[src/rtl/ps2_pkg.sv]
// rtl/ps2_pkg.sv - shared scancode constants and state encodings for the PS/2 key decoder
package ps2_pkg;

   localparam logic [7:0] SC_EXT   = 8'hE0;
   localparam logic [7:0] SC_BRK   = 8'hF0;
   localparam logic [7:0] SC_PAUSE = 8'hE1;
   localparam logic [7:0] SC_OVR0  = 8'h00;
   localparam logic [7:0] SC_OVR1  = 8'hFF;
   localparam int         PAUSE_TAIL = 7;

   typedef enum logic [1:0] {
      PFX_NORMAL,
      PFX_EXT,
      PFX_BRK,
      PFX_EXT_BRK
   } pfx_state_e;

   typedef enum logic {
      FRM_IDLE,
      FRM_RECV
   } frm_state_e;

endpackage

[src/rtl/ps2_frame_rx.sv]
// rtl/ps2_frame_rx.sv - PS/2 pin conditioning and 11-bit device-to-host frame receiver
module ps2_frame_rx #(
   parameter int FILTER_LEN     = 8,
   parameter int TIMEOUT_CYCLES = 50000
) (
   input  logic       clk,
   input  logic       reset,
   input  logic       ps2_clk,
   input  logic       ps2_data,
   output logic [7:0] rx_byte,
   output logic       byte_strobe,
   output logic       frame_err
);
   import ps2_pkg::*;

   localparam int FW = $clog2(FILTER_LEN + 1);
   localparam int TW = $clog2(TIMEOUT_CYCLES + 1);

   logic          clk_s1_q, clk_s2_q, dat_s1_q, dat_s2_q;
   logic          filt_q, filt_d;
   logic [FW-1:0] fcnt_q, fcnt_d;
   logic          fall;
   frm_state_e    state_q, state_d;
   logic [3:0]    bcnt_q, bcnt_d;
   logic [7:0]    shift_q, shift_d;
   logic          par_q, par_d;
   logic [TW-1:0] tmo_q, tmo_d;
   logic [7:0]    byte_q, byte_d;
   logic          strobe_q, strobe_d;
   logic          ferr_q, ferr_d;

   // The filtered clock only moves after FILTER_LEN consecutive disagreeing samples.
   always_comb begin
      filt_d = filt_q;
      fcnt_d = '0;
      fall   = 1'b0;
      if (clk_s2_q != filt_q) begin
         if (fcnt_q == FW'(FILTER_LEN - 1)) begin
            filt_d = ~filt_q;
            fall   = filt_q;
         end else begin
            fcnt_d = fcnt_q + FW'(1);
         end
      end
   end

   always_comb begin
      state_d  = state_q;
      bcnt_d   = bcnt_q;
      shift_d  = shift_q;
      par_d    = par_q;
      tmo_d    = tmo_q;
      byte_d   = byte_q;
      strobe_d = 1'b0;
      ferr_d   = 1'b0;
      case (state_q)
         FRM_IDLE: begin
            tmo_d = '0;
            if (fall && !dat_s2_q) begin
               state_d = FRM_RECV;
               bcnt_d  = 4'd0;
            end
         end
         FRM_RECV: begin
            if (fall) begin
               tmo_d  = '0;
               bcnt_d = bcnt_q + 4'd1;
               if (bcnt_q < 4'd8) begin
                  shift_d = {dat_s2_q, shift_q[7:1]};
               end else if (bcnt_q == 4'd8) begin
                  par_d = dat_s2_q;
               end else begin
                  state_d = FRM_IDLE;
                  if ((^shift_q ^ par_q) && dat_s2_q) begin
                     byte_d   = shift_q;
                     strobe_d = 1'b1;
                  end else begin
                     ferr_d = 1'b1;
                  end
               end
            end else if (tmo_q == TW'(TIMEOUT_CYCLES - 1)) begin
               state_d = FRM_IDLE;
               ferr_d  = 1'b1;
               tmo_d   = '0;
            end else begin
               tmo_d = tmo_q + TW'(1);
            end
         end
         default: state_d = FRM_IDLE;
      endcase
   end

   // Pin synchronizers idle high so reset never manufactures a falling edge.
   always_ff @(posedge clk or posedge reset) begin
      if (reset) begin
         clk_s1_q <= 1'b1;
         clk_s2_q <= 1'b1;
         dat_s1_q <= 1'b1;
         dat_s2_q <= 1'b1;
         filt_q   <= 1'b1;
         fcnt_q   <= '0;
         state_q  <= FRM_IDLE;
         bcnt_q   <= 4'd0;
         shift_q  <= 8'h00;
         par_q    <= 1'b0;
         tmo_q    <= '0;
         byte_q   <= 8'h00;
         strobe_q <= 1'b0;
         ferr_q   <= 1'b0;
      end else begin
         clk_s1_q <= ps2_clk;
         clk_s2_q <= clk_s1_q;
         dat_s1_q <= ps2_data;
         dat_s2_q <= dat_s1_q;
         filt_q   <= filt_d;
         fcnt_q   <= fcnt_d;
         state_q  <= state_d;
         bcnt_q   <= bcnt_d;
         shift_q  <= shift_d;
         par_q    <= par_d;
         tmo_q    <= tmo_d;
         byte_q   <= byte_d;
         strobe_q <= strobe_d;
         ferr_q   <= ferr_d;
      end
   end

   assign rx_byte     = byte_q;
   assign byte_strobe = strobe_q;
   assign frame_err   = ferr_q;

endmodule

[src/rtl/ps2_key_decoder.sv]
// rtl/ps2_key_decoder.sv - strips make/break/extended/pause prefixes into clean key events
module ps2_key_decoder #(
   parameter int FILTER_LEN     = 8,
   parameter int TIMEOUT_CYCLES = 50000
) (
   input  logic       clk,
   input  logic       reset,
   input  logic       ps2_clk,
   input  logic       ps2_data,
   output logic [7:0] rx_data,
   output logic       key_extended,
   output logic       key_pressed,
   output logic       key_released,
   output logic       pause_pressed,
   output logic       frame_err,
   output logic       kbd_overrun
);
   import ps2_pkg::*;

   logic [7:0] rx_byte;
   logic       byte_strobe;

   pfx_state_e pfx_q, pfx_d;
   logic [2:0] skip_q, skip_d;
   logic [7:0] rx_q, rx_d;
   logic       ext_q, ext_d;
   logic       press_q, press_d;
   logic       rel_q, rel_d;
   logic       pause_q, pause_d;
   logic       ovr_q, ovr_d;

   ps2_frame_rx #(
      .FILTER_LEN     (FILTER_LEN),
      .TIMEOUT_CYCLES (TIMEOUT_CYCLES)
   ) u_frame_rx (
      .clk         (clk),
      .reset       (reset),
      .ps2_clk     (ps2_clk),
      .ps2_data    (ps2_data),
      .rx_byte     (rx_byte),
      .byte_strobe (byte_strobe),
      .frame_err   (frame_err)
   );

   always_comb begin
      pfx_d   = pfx_q;
      skip_d  = skip_q;
      rx_d    = rx_q;
      ext_d   = ext_q;
      press_d = 1'b0;
      rel_d   = 1'b0;
      pause_d = 1'b0;
      ovr_d   = 1'b0;
      if (byte_strobe) begin
         // The Pause tail carries no usable key information, so it is swallowed whole.
         if (skip_q != 3'd0) begin
            skip_d  = skip_q - 3'd1;
            pause_d = (skip_q == 3'd1);
         end else if (rx_byte == SC_PAUSE) begin
            skip_d = 3'(PAUSE_TAIL);
            pfx_d  = PFX_NORMAL;
         end else if (rx_byte == SC_EXT) begin
            pfx_d = PFX_EXT;
         end else if (rx_byte == SC_BRK) begin
            pfx_d = (pfx_q == PFX_EXT || pfx_q == PFX_EXT_BRK) ? PFX_EXT_BRK : PFX_BRK;
         end else if (rx_byte == SC_OVR0 || rx_byte == SC_OVR1) begin
            ovr_d = 1'b1;
            pfx_d = PFX_NORMAL;
         end else begin
            rx_d  = rx_byte;
            ext_d = (pfx_q == PFX_EXT || pfx_q == PFX_EXT_BRK);
            if (pfx_q == PFX_BRK || pfx_q == PFX_EXT_BRK) begin
               rel_d = 1'b1;
            end else begin
               press_d = 1'b1;
            end
            pfx_d = PFX_NORMAL;
         end
      end
   end

   always_ff @(posedge clk or posedge reset) begin
      if (reset) begin
         pfx_q   <= PFX_NORMAL;
         skip_q  <= 3'd0;
         rx_q    <= 8'h00;
         ext_q   <= 1'b0;
         press_q <= 1'b0;
         rel_q   <= 1'b0;
         pause_q <= 1'b0;
         ovr_q   <= 1'b0;
      end else begin
         pfx_q   <= pfx_d;
         skip_q  <= skip_d;
         rx_q    <= rx_d;
         ext_q   <= ext_d;
         press_q <= press_d;
         rel_q   <= rel_d;
         pause_q <= pause_d;
         ovr_q   <= ovr_d;
      end
   end

   assign rx_data       = rx_q;
   assign key_extended  = ext_q;
   assign key_pressed   = press_q;
   assign key_released  = rel_q;
   assign pause_pressed = pause_q;
   assign kbd_overrun   = ovr_q;

endmodule

[config.mk]
export PLATFORM = sky130hd
export DESIGN_NAME = ps2_key_decoder
export DESIGN_NICKNAME = d
export VERILOG_FILES = /design/src/rtl/ps2_pkg.sv /design/src/rtl/ps2_frame_rx.sv /design/src/rtl/ps2_key_decoder.sv
export SDC_FILE = /design/constraint.sdc
export NUM_CORES = 1
export LEC_CHECK = 0
export ABC_AREA = 0
export CAP_MARGIN = 30
export CORE_ASPECT_RATIO = 0.6
export CORE_MARGIN = 2
export CORE_UTILIZATION = 30
export CTS_BUF_LIST = sky130_fd_sc_hd__clkbuf_16
export DETAILED_ROUTE_END_ITERATION = 12
export DONT_BUFFER_PORTS = 1
export GPL_TIMING_DRIVEN = 1
export SKIP_CTS_REPAIR_TIMING = 1
export SLEW_MARGIN = 5
export SYNTH_ARGS = -nofsm -noshare
export SYNTH_HDL_FRONTEND = slang
export SYNTH_SLANG_ARGS = --single-unit
[constraint.sdc]
create_clock -name clk -period 2.73 [get_ports clk]
set_clock_uncertainty 0.15 [all_clocks]
set_input_delay 0.273 -clock clk [delete_from_list [all_inputs] [get_ports clk]]
set_output_delay 0.273 -clock clk [all_outputs]
set_load 0.1 [all_outputs]
==> out/summary.txt, run 1 <==
Largest net degree at the start of global routing -> 68
Synth Area in Compound Gates -> 0.05192
Vias -> 1803
Initial Utilization -> 0.3043
Clock-pin slew on the worst setup and hold paths -> 0.05 ns
Hold/Removal Path Class -> in -> async
Setup ws final -> 0.6068 ns
Worst-Margin Slew -> 0.9509 ns
Fin util -> 0.3580
Gate power share -> 0.032
Final Max Tran Viols -> 0
Power Dens Cells -> 673.0 nW/µm²
Clock Latency Late Sink -> 0.33 ns
Dpl ws -> 0.6264 ns
Sequential-to-total area share from yosys stat -> 0.5678
Yosys top cell by area -> dfrtp_1
Post-DP Area -> 3149 µm²
Cell count after synthesis -> 245
Flop pwr share -> 0.449
Initial antenna violation count -> 0
Core box area -> 9739 µm²
Largest family of logic cells by synthesized area -> simple AND/OR/NAND/NOR gates
Beginning of the critical path -> skip_q[0]$_DFFE_PP0P_
Final setup fails -> 0
Gpl congestion -> 0.7492
Crit Path Class -> reg -> reg
Clock Sink Count -> 67
Final Cell Area -> 3487 µm²
Setup TNS -> 0 ns
Worst hold slack -> -0.07882 ns
Layout area overhead -> 17.64%
Max cap viols -> 0
Die W -> 132.3 µm
Post-Syn Area -> 2964 µm²
Number of diodes -> 0
Area share of fa/ha/maj cells after synthesis -> 0.02955
Critical Path RT -> 2.79 ns
Mean post-synth cell area -> 12.10 µm²
Int Power -> 1855 µW
IO Port Bufs -> 0
CTS tree -> yes
RSZ-0062 raised after global routing -> no
DR pass1 iterations -> 4
Number of global-route vias before repair -> 1769
Peak fanout along the critical path -> 7
Post-synthesis xor/xnor area fraction -> 0.06923
Worst EP arrival -> 2.18 ns
# fillers -> 981
Initial drt markers -> 88
Net Switching -> 491.3 µW
Ys async rst share -> 1.000
FP Rows -> 28
Max-slew headroom -> 0.3661
Detailed Place HPWL -> 3748 µm
Commonest non-fill, non-tap cell in the layout -> dfrtp_1
Share of the synthesized area in the top cell type -> 0.5234
Post-DR wirelength/cell -> 13.57 µm
IO Pins -> 18
Warnings, synthesis -> 0
Distinct cell type count after synthesis -> 41
Switching part of the total -> 0.2094
Nets -> 269
Number of synthesized flops with an enable pin -> 0
Final period utilization -> 0.7777
GR Util All Layers -> 0.1107
Root Buffer -> clkbuf_16
Fin crit period -> 2.123 ns
CTS max path bufs -> 2
Syn Nets -> 256
Fmax -> 471.0 MHz
Final hold violation count -> 62
Crit path capture type -> register
Drt total wl -> 5399 µm
Simple-gate portion of the synthesized area -> 0.1499
# DRC -> 0
Worst VDD drop -> 0.0003020 V
First-pass GRT wire length -> 8997 µm
Routed Antenna Nets -> 0
Congestion Overflow GR -> 0
Die Ht -> 81.00 µm
Cts bufs inserted -> 9
Die area -> 10720 µm²
Outcome -> finished with violations
Commonest cells after routing, fill and taps aside -> dfrtp_1 (62), mux2_2 (28), nor2_1 (25), nand2_1 (13), xor2_1 (10)
Synth area leaders -> dfrtp_1 (52%), mux2_2 (11%), dfstp_2 (4.4%)
Top FF cell, synth -> dfrtp_1
H-Tree Depth -> 3
Lkg Pwr -> 0.001606 µW
Startpoint Class -> register
Clk network pwr share -> 0.519
Failing checks -> negative hold slack
Via/cell ratio -> 4.530
Fraction of synthesized area in multiplexers -> 0.1131
Fraction of layout cells with a size suffix above 1 -> 0.2129
Post-synthesis register bit count -> 67
FF-to-FF Start -> skip_q[0]$_DFFE_PP0P_
[cell usage after synthesis (all sizes together) (3+ instances only)]
library cell / count
xnor2: 10
nand3: 9
and3b: 3
inv: 9
nand2: 13
dfstp: 5
mux2: 28
nor2: 25
xor2: 10
and3: 4
clkbuf: 3
nand4: 4
nor3: 7
dfrtp: 62
a22o: 3
o21ai: 6
a21oi: 4
ha: 7
[path summary, 6_finish.rpt]
kind,end,slack [ns],cells past startpoint
max in group asynchronous,u_frame_rx.rx_byte[3]$_DFFE_PP0P_,1.96,2
worst min-delay path,u_frame_rx.bcnt_q[2]$_DFFE_PP0P_,-0.08,2
worst max-delay path,rx_data[1]$_DFFE_PP0P_,0.61,6
worst max register to register,rx_data[1]$_DFFE_PP0P_,0.61,6
min in group clk,u_frame_rx.clk_s2_q$_DFF_PP1_,0.21,0
worst min register to register,u_frame_rx.clk_s2_q$_DFF_PP1_,0.21,0
[state kept, by name, indices dropped and copies added, names as in the netlist, 2 cells and up]
signal	count
pfx_q	2
u_frame_rx.rx_byte	8
u_frame_rx.fcnt_q	4
u_frame_rx.tmo_q	16
u_frame_rx.shift_q	8
rx_data	8
u_frame_rx.bcnt_q	4
skip_q	3
[per-stage QoR]
step | hold slack [ns] | std cells | total power (µW)
5_1_grt | 0.006756 | 398 | 2436
3_3_place_gp | 0.1276 | 380 | 1141
4_1_cts | -0.2248 | 396 | 2376
3_5_place_dp | 0.1276 | 380 | 1145
2_1_floorplan | 0.1275 | 245 | 1122
6_report | -0.07882 | 398 | 2347
[power by group through the flow]
stage | combinational, µW | sequential, µW | clock, µW
6_report | 75.6 | 1050 | 1220
5_1_grt | 88.7 | 1060 | 1290
4_1_cts | 75.9 | 1050 | 1250
3_5_place_dp | 75.1 | 1070 | 0
3_3_place_gp | 73.9 | 1070 | 0
2_1_floorplan | 59.9 | 1060 | 0
[worst max-delay path, cell delays in order (launching register included)]
cell and delay (ns):
dfrtp_1 0.37, inv_1 0.11, ha_1 0.23, nand3b_1 0.20, a221oi_1 0.36, buf_4 0.24, mux2_2 0.35
[final cells by class]
| class | instances | area (µm²) | share of cell area |
|---|---|---|---|
| multi-input cells | 164 | 1226 | 0.3516 |
| clock buffers | 9 | 225.2 | 0.06459 |
| clock inverters | 7 | 92.59 | 0.02655 |
| repair buffers | 7 | 57.56 | 0.01651 |
| well taps | 135 | 168.9 | 0.04844 |
| inverters | 9 | 33.78 | 0.009688 |
| flip-flops and latches | 67 | 1683 | 0.4826 |
[layer usage]
| metal | up-vias | wire length, µm | track usage |
|---|---|---|---|
| met5 | - | 0 | 0 |
| met4 | 0 | 98 | 0.05591 |
| met3 | 9 | 341 | 0.04994 |
| met2 | 30 | 2115 | 0.1554 |
| met1 | 878 | 2843 | 0.1443 |
| li1 | 886 | - | - |
[logic make-up after synthesis]
family,after synthesis
AO/OA/AOI/OAI,23
XOR/XNOR,21
adder cells (fa/ha/maj),7
buffers and inverters,14
flip-flops,67
multiplexers,30
AND/OR/NAND/NOR,83
Note: power is estimated with default switching activity, not from simulation.
==> run 2: changes to the inputs <==
ABC_AREA = 1   (was 0)
clock period = 2.2 ns   (was 2.73 ns; I/O delays follow)
==> run 2 against run 1 <==
Synthesized cell count up 47%. Worst setup slack worse by 0.43 ns. Routed wire length up 18%. Critical endpoint is now u_frame_rx.tmo_q[6]$_DFF_PP0_. The flow now finishes without violations.
==> out/summary.txt, run 2 <==
Clk network pwr share -> 0.475 (-0.044)
Max reg flops -> 16 (unchanged)
Number of synthesized flops with an enable pin -> 0 (unchanged)
RSZ-0062 raised after global routing -> no
Via/cell ratio -> 4.498 (-0.71%)
Outcome -> complete, no violations
Root Buffer -> clkbuf_16
Layer with the highest usage -> met1
FF/Latch Area -> 1683 µm² (unchanged)
Worst-Margin Slew -> 0.5260 ns (-0.4249 ns)
Crit path capture type -> register
Initial Utilization -> 0.3057 (+0.001349)
Initial antenna violation count -> 0 (unchanged)
Post-Syn Area -> 3206 µm² (+8.1%)
Flop pwr share -> 0.484 (+0.035)
Most common cell in the synthesized netlist -> nand2_1
FP Rows -> 29 (+3.6%)
Nets -> 405 (+51%)
Fin util -> 0.3658 (+0.007785)
Gpl congestion -> 0.8134 (+8.6%)
Commonest cells after routing, fill and taps aside -> nand2_1 (87), dfrtp_1 (62), inv_1 (47), nor2_1 (30), nand3_1 (27)
# DRC -> 0 (unchanged)
Drt total wl -> 6382 µm (+18%)
Cell count after synthesis -> 360 (+47%)
Synth area leaders -> dfrtp_1 (48%), nand2_1 (10%), inv_1 (5.7%)
CTS tree -> yes
Switching part of the total -> 0.2316 (+0.02226)
Multi-input logic area -> 1326 µm² (+8.2%)
IO Pins -> 18 (unchanged)
Vias -> 2420 (+34%)
Sequential-to-total area share from yosys stat -> 0.5250 (-0.04277)
Final Max Tran Viols -> 0 (unchanged)
Fmax -> 494.4 MHz (+5.0%)
IO Port Bufs -> 0 (unchanged)
Initial drt markers -> 139 (+58%)
Die Ht -> 84.07 µm (+3.8%)
Crit Path Class -> reg -> reg
# fillers -> 1051 (+7.1%)
Met3 Use GR -> 0.03704 (-0.01290)
Die area -> 11560 µm² (+7.8%)
Final period utilization -> 0.9195 (+0.1417)
Final hold violation count -> 0 (-100%)
Met2 GRT Util -> 0.1633 (+0.007834)
Post-synthesis register bit count -> 67 (unchanged)
First-pass GRT wire length -> 10480 µm (+16%)
Lkg Pwr -> 0.001846 µW (+15%)
Critical Path RT -> 2.27 ns (-0.52 ns)
Clock Sink Count -> 67 (unchanged)
Largest net degree at the start of global routing -> 38 (-44%)
DR pass1 iterations -> 5 (+1)
Hold/Removal Path Class -> in -> async
Synth top cells by count -> nand2_1 (87), dfrtp_1 (62), inv_1 (49)
Die W -> 137.5 µm (+3.9%)
Detailed Place HPWL -> 4618 µm (+23%)
Reg with most FFs -> u_frame_rx.tmo_q
Congestion Overflow GR -> 0 (unchanged)
Number of global-route vias before repair -> 2235 (+26%)
Share of the synthesized area in the top cell type -> 0.4840 (-0.03943)
Mean post-synth cell area -> 8.904 µm² (-26%)
Commonest non-fill, non-tap cell in the layout -> nand2_1
Number of diodes -> 0 (unchanged)
Clock-pin slew on the worst setup and hold paths -> 0.06 ns (about the same)
Worst VDD drop -> 0.0002812 V (-6.9%)
Core box area -> 10490 µm² (+7.7%)
GR Util All Layers -> 0.1153 (+0.004633)
Yosys top cell by area -> dfrtp_1
Fin crit period -> 2.023 ns (-0.1004 ns)
Max-slew headroom -> 0.6461 (+0.2800)
Clock Latency Late Sink -> 0.33 ns (about the same)
Setup ws final -> 0.1772 ns (-0.4296 ns)
Routed Antenna Nets -> 0 (unchanged)
Power Dens Cells -> 702.6 nW/µm² (+4.4%)
Peak fanout along the critical path -> 10 (+3)
Max cap viols -> 0 (unchanged)
Layout area overhead -> 19.67%
Top FF cell, synth -> dfrtp_1
Fraction of layout cells with a size suffix above 1 -> 0.1454 (-0.06756)
Syn Nets -> 371 (+45%)
Distinct cell type count after synthesis -> 37 (-9.8%)
Final setup fails -> 0 (unchanged)
CTS max path bufs -> 2 (unchanged)
Gate power share -> 0.041 (+0.009)
Worst EP arrival -> 2.09 ns (-0.09 ns)
Met1 Track Usage GR -> 0.1648 (+0.02052)
H-Tree Depth -> 3 (unchanged)
Setup TNS -> 0 ns (unchanged)
Post-DP Area -> 3507 µm² (+11%)
Worst hold slack -> 0.1006 ns (+0.1795 ns)
Final Cell Area -> 3836 µm² (+10%)
Post-DR wirelength/cell -> 11.86 µm (-13%)
Net Switching -> 624.3 µW (+27%)
Int Power -> 2071 µW (+12%)
Startpoint Class -> register
Ys async rst share -> 1.000 (unchanged)
Cts bufs inserted -> 9 (unchanged)
Dpl ws -> 0.1071 ns (-0.5193 ns)
Warnings, synthesis -> 0 (unchanged)
[run 2: cell types whose count changed in the layout (fill, tap and decap cells not counted), moves of 4 or more]
cell and delta:
buf_4 +17, inv_1 +39, mux2_2 -28, nand2_1 +74, nand3_1 +19, nor2_1 +5
nor3_1 +7, o21ai_0 +6, o21ai_1 +6, xnor2_1 -4
[run 2: power by group through the flow]
stage	combinational, µW	clock, µW	sequential, µW
floorplan	87.3	0	1320
global placement	107	0	1330
detailed placement	110	0	1330
CTS	110	1310	1310
global route	133	1370	1310
finish	111	1280	1300
[run 2: critical path: stages (launching register included)]
cell and delay, ns:
dfrtp_1 0.37, ha_1 0.21, nand2_2 0.10, nor2_4 0.11, nand2_1 0.09, nor2_4 0.19
inv_1 0.08, nand3_1 0.36, buf_4 0.22, nor2_1 0.04
[run 2: layout make-up]
class	instances	area share
Clock buffer	9	0.05871
Inverter	50	0.04925
Tap cell	139	0.04534
Clock inverter	7	0.01142
Multi-Input combinational cell	241	0.3457
Timing Repair Buffer	25	0.05088
Sequential cell	67	0.4387
[run 2: worst paths after layout]
check | startpoint | cells past startpoint | slack [ns] | to
max | u_frame_rx.fcnt_q[0]$_DFF_PP0_ | 9 | 0.18 | u_frame_rx.tmo_q[6]$_DFF_PP0_
min | reset | 2 | 0.10 | u_frame_rx.tmo_q[8]$_DFF_PP0_
max reg2reg | u_frame_rx.fcnt_q[0]$_DFF_PP0_ | 9 | 0.18 | u_frame_rx.tmo_q[6]$_DFF_PP0_
min reg2reg | u_frame_rx.clk_s1_q$_DFF_PP1_ | 0 | 0.21 | u_frame_rx.clk_s2_q$_DFF_PP1_
max in group asynchronous | reset | 3 | 1.06 | u_frame_rx.dat_s1_q$_DFF_PP1_
min in group clk | u_frame_rx.clk_s1_q$_DFF_PP1_ | 0 | 0.21 | u_frame_rx.clk_s2_q$_DFF_PP1_
[run 2: metrics by stage]
stage | total power (µW) | std cells
after global placement | 1432 | 517
after detailed placement | 1436 | 517
after floorplan | 1408 | 360
after CTS | 2721 | 533
after global routing | 2818 | 538
final | 2695 | 538
[run 2: cells by family (layout without fill, tap and decap cells)]
| logic type | count (synthesis) | count (layout) | synth area share |
|---|---|---|---|
| adder cells (fa/ha/maj) | 7 | 7 | 0.02732 |
| XOR/XNOR | 13 | 13 | 0.03786 |
| flip-flops | 67 | 67 | 0.5250 |
| AND/OR/NAND/NOR | 181 | 182 | 0.2635 |
| buffers and inverters | 53 | 91 | 0.06831 |
| AO/OA/AOI/OAI | 35 | 35 | 0.06089 |
| multiplexers | 4 | 4 | 0.01717 |
[run 2: layer usage]
metal	vias to the layer above	wire length [µm]
met3	4	260
met1	1152	3429
met4	0	46
met2	31	2644
met5	-	0
li1	1233	-
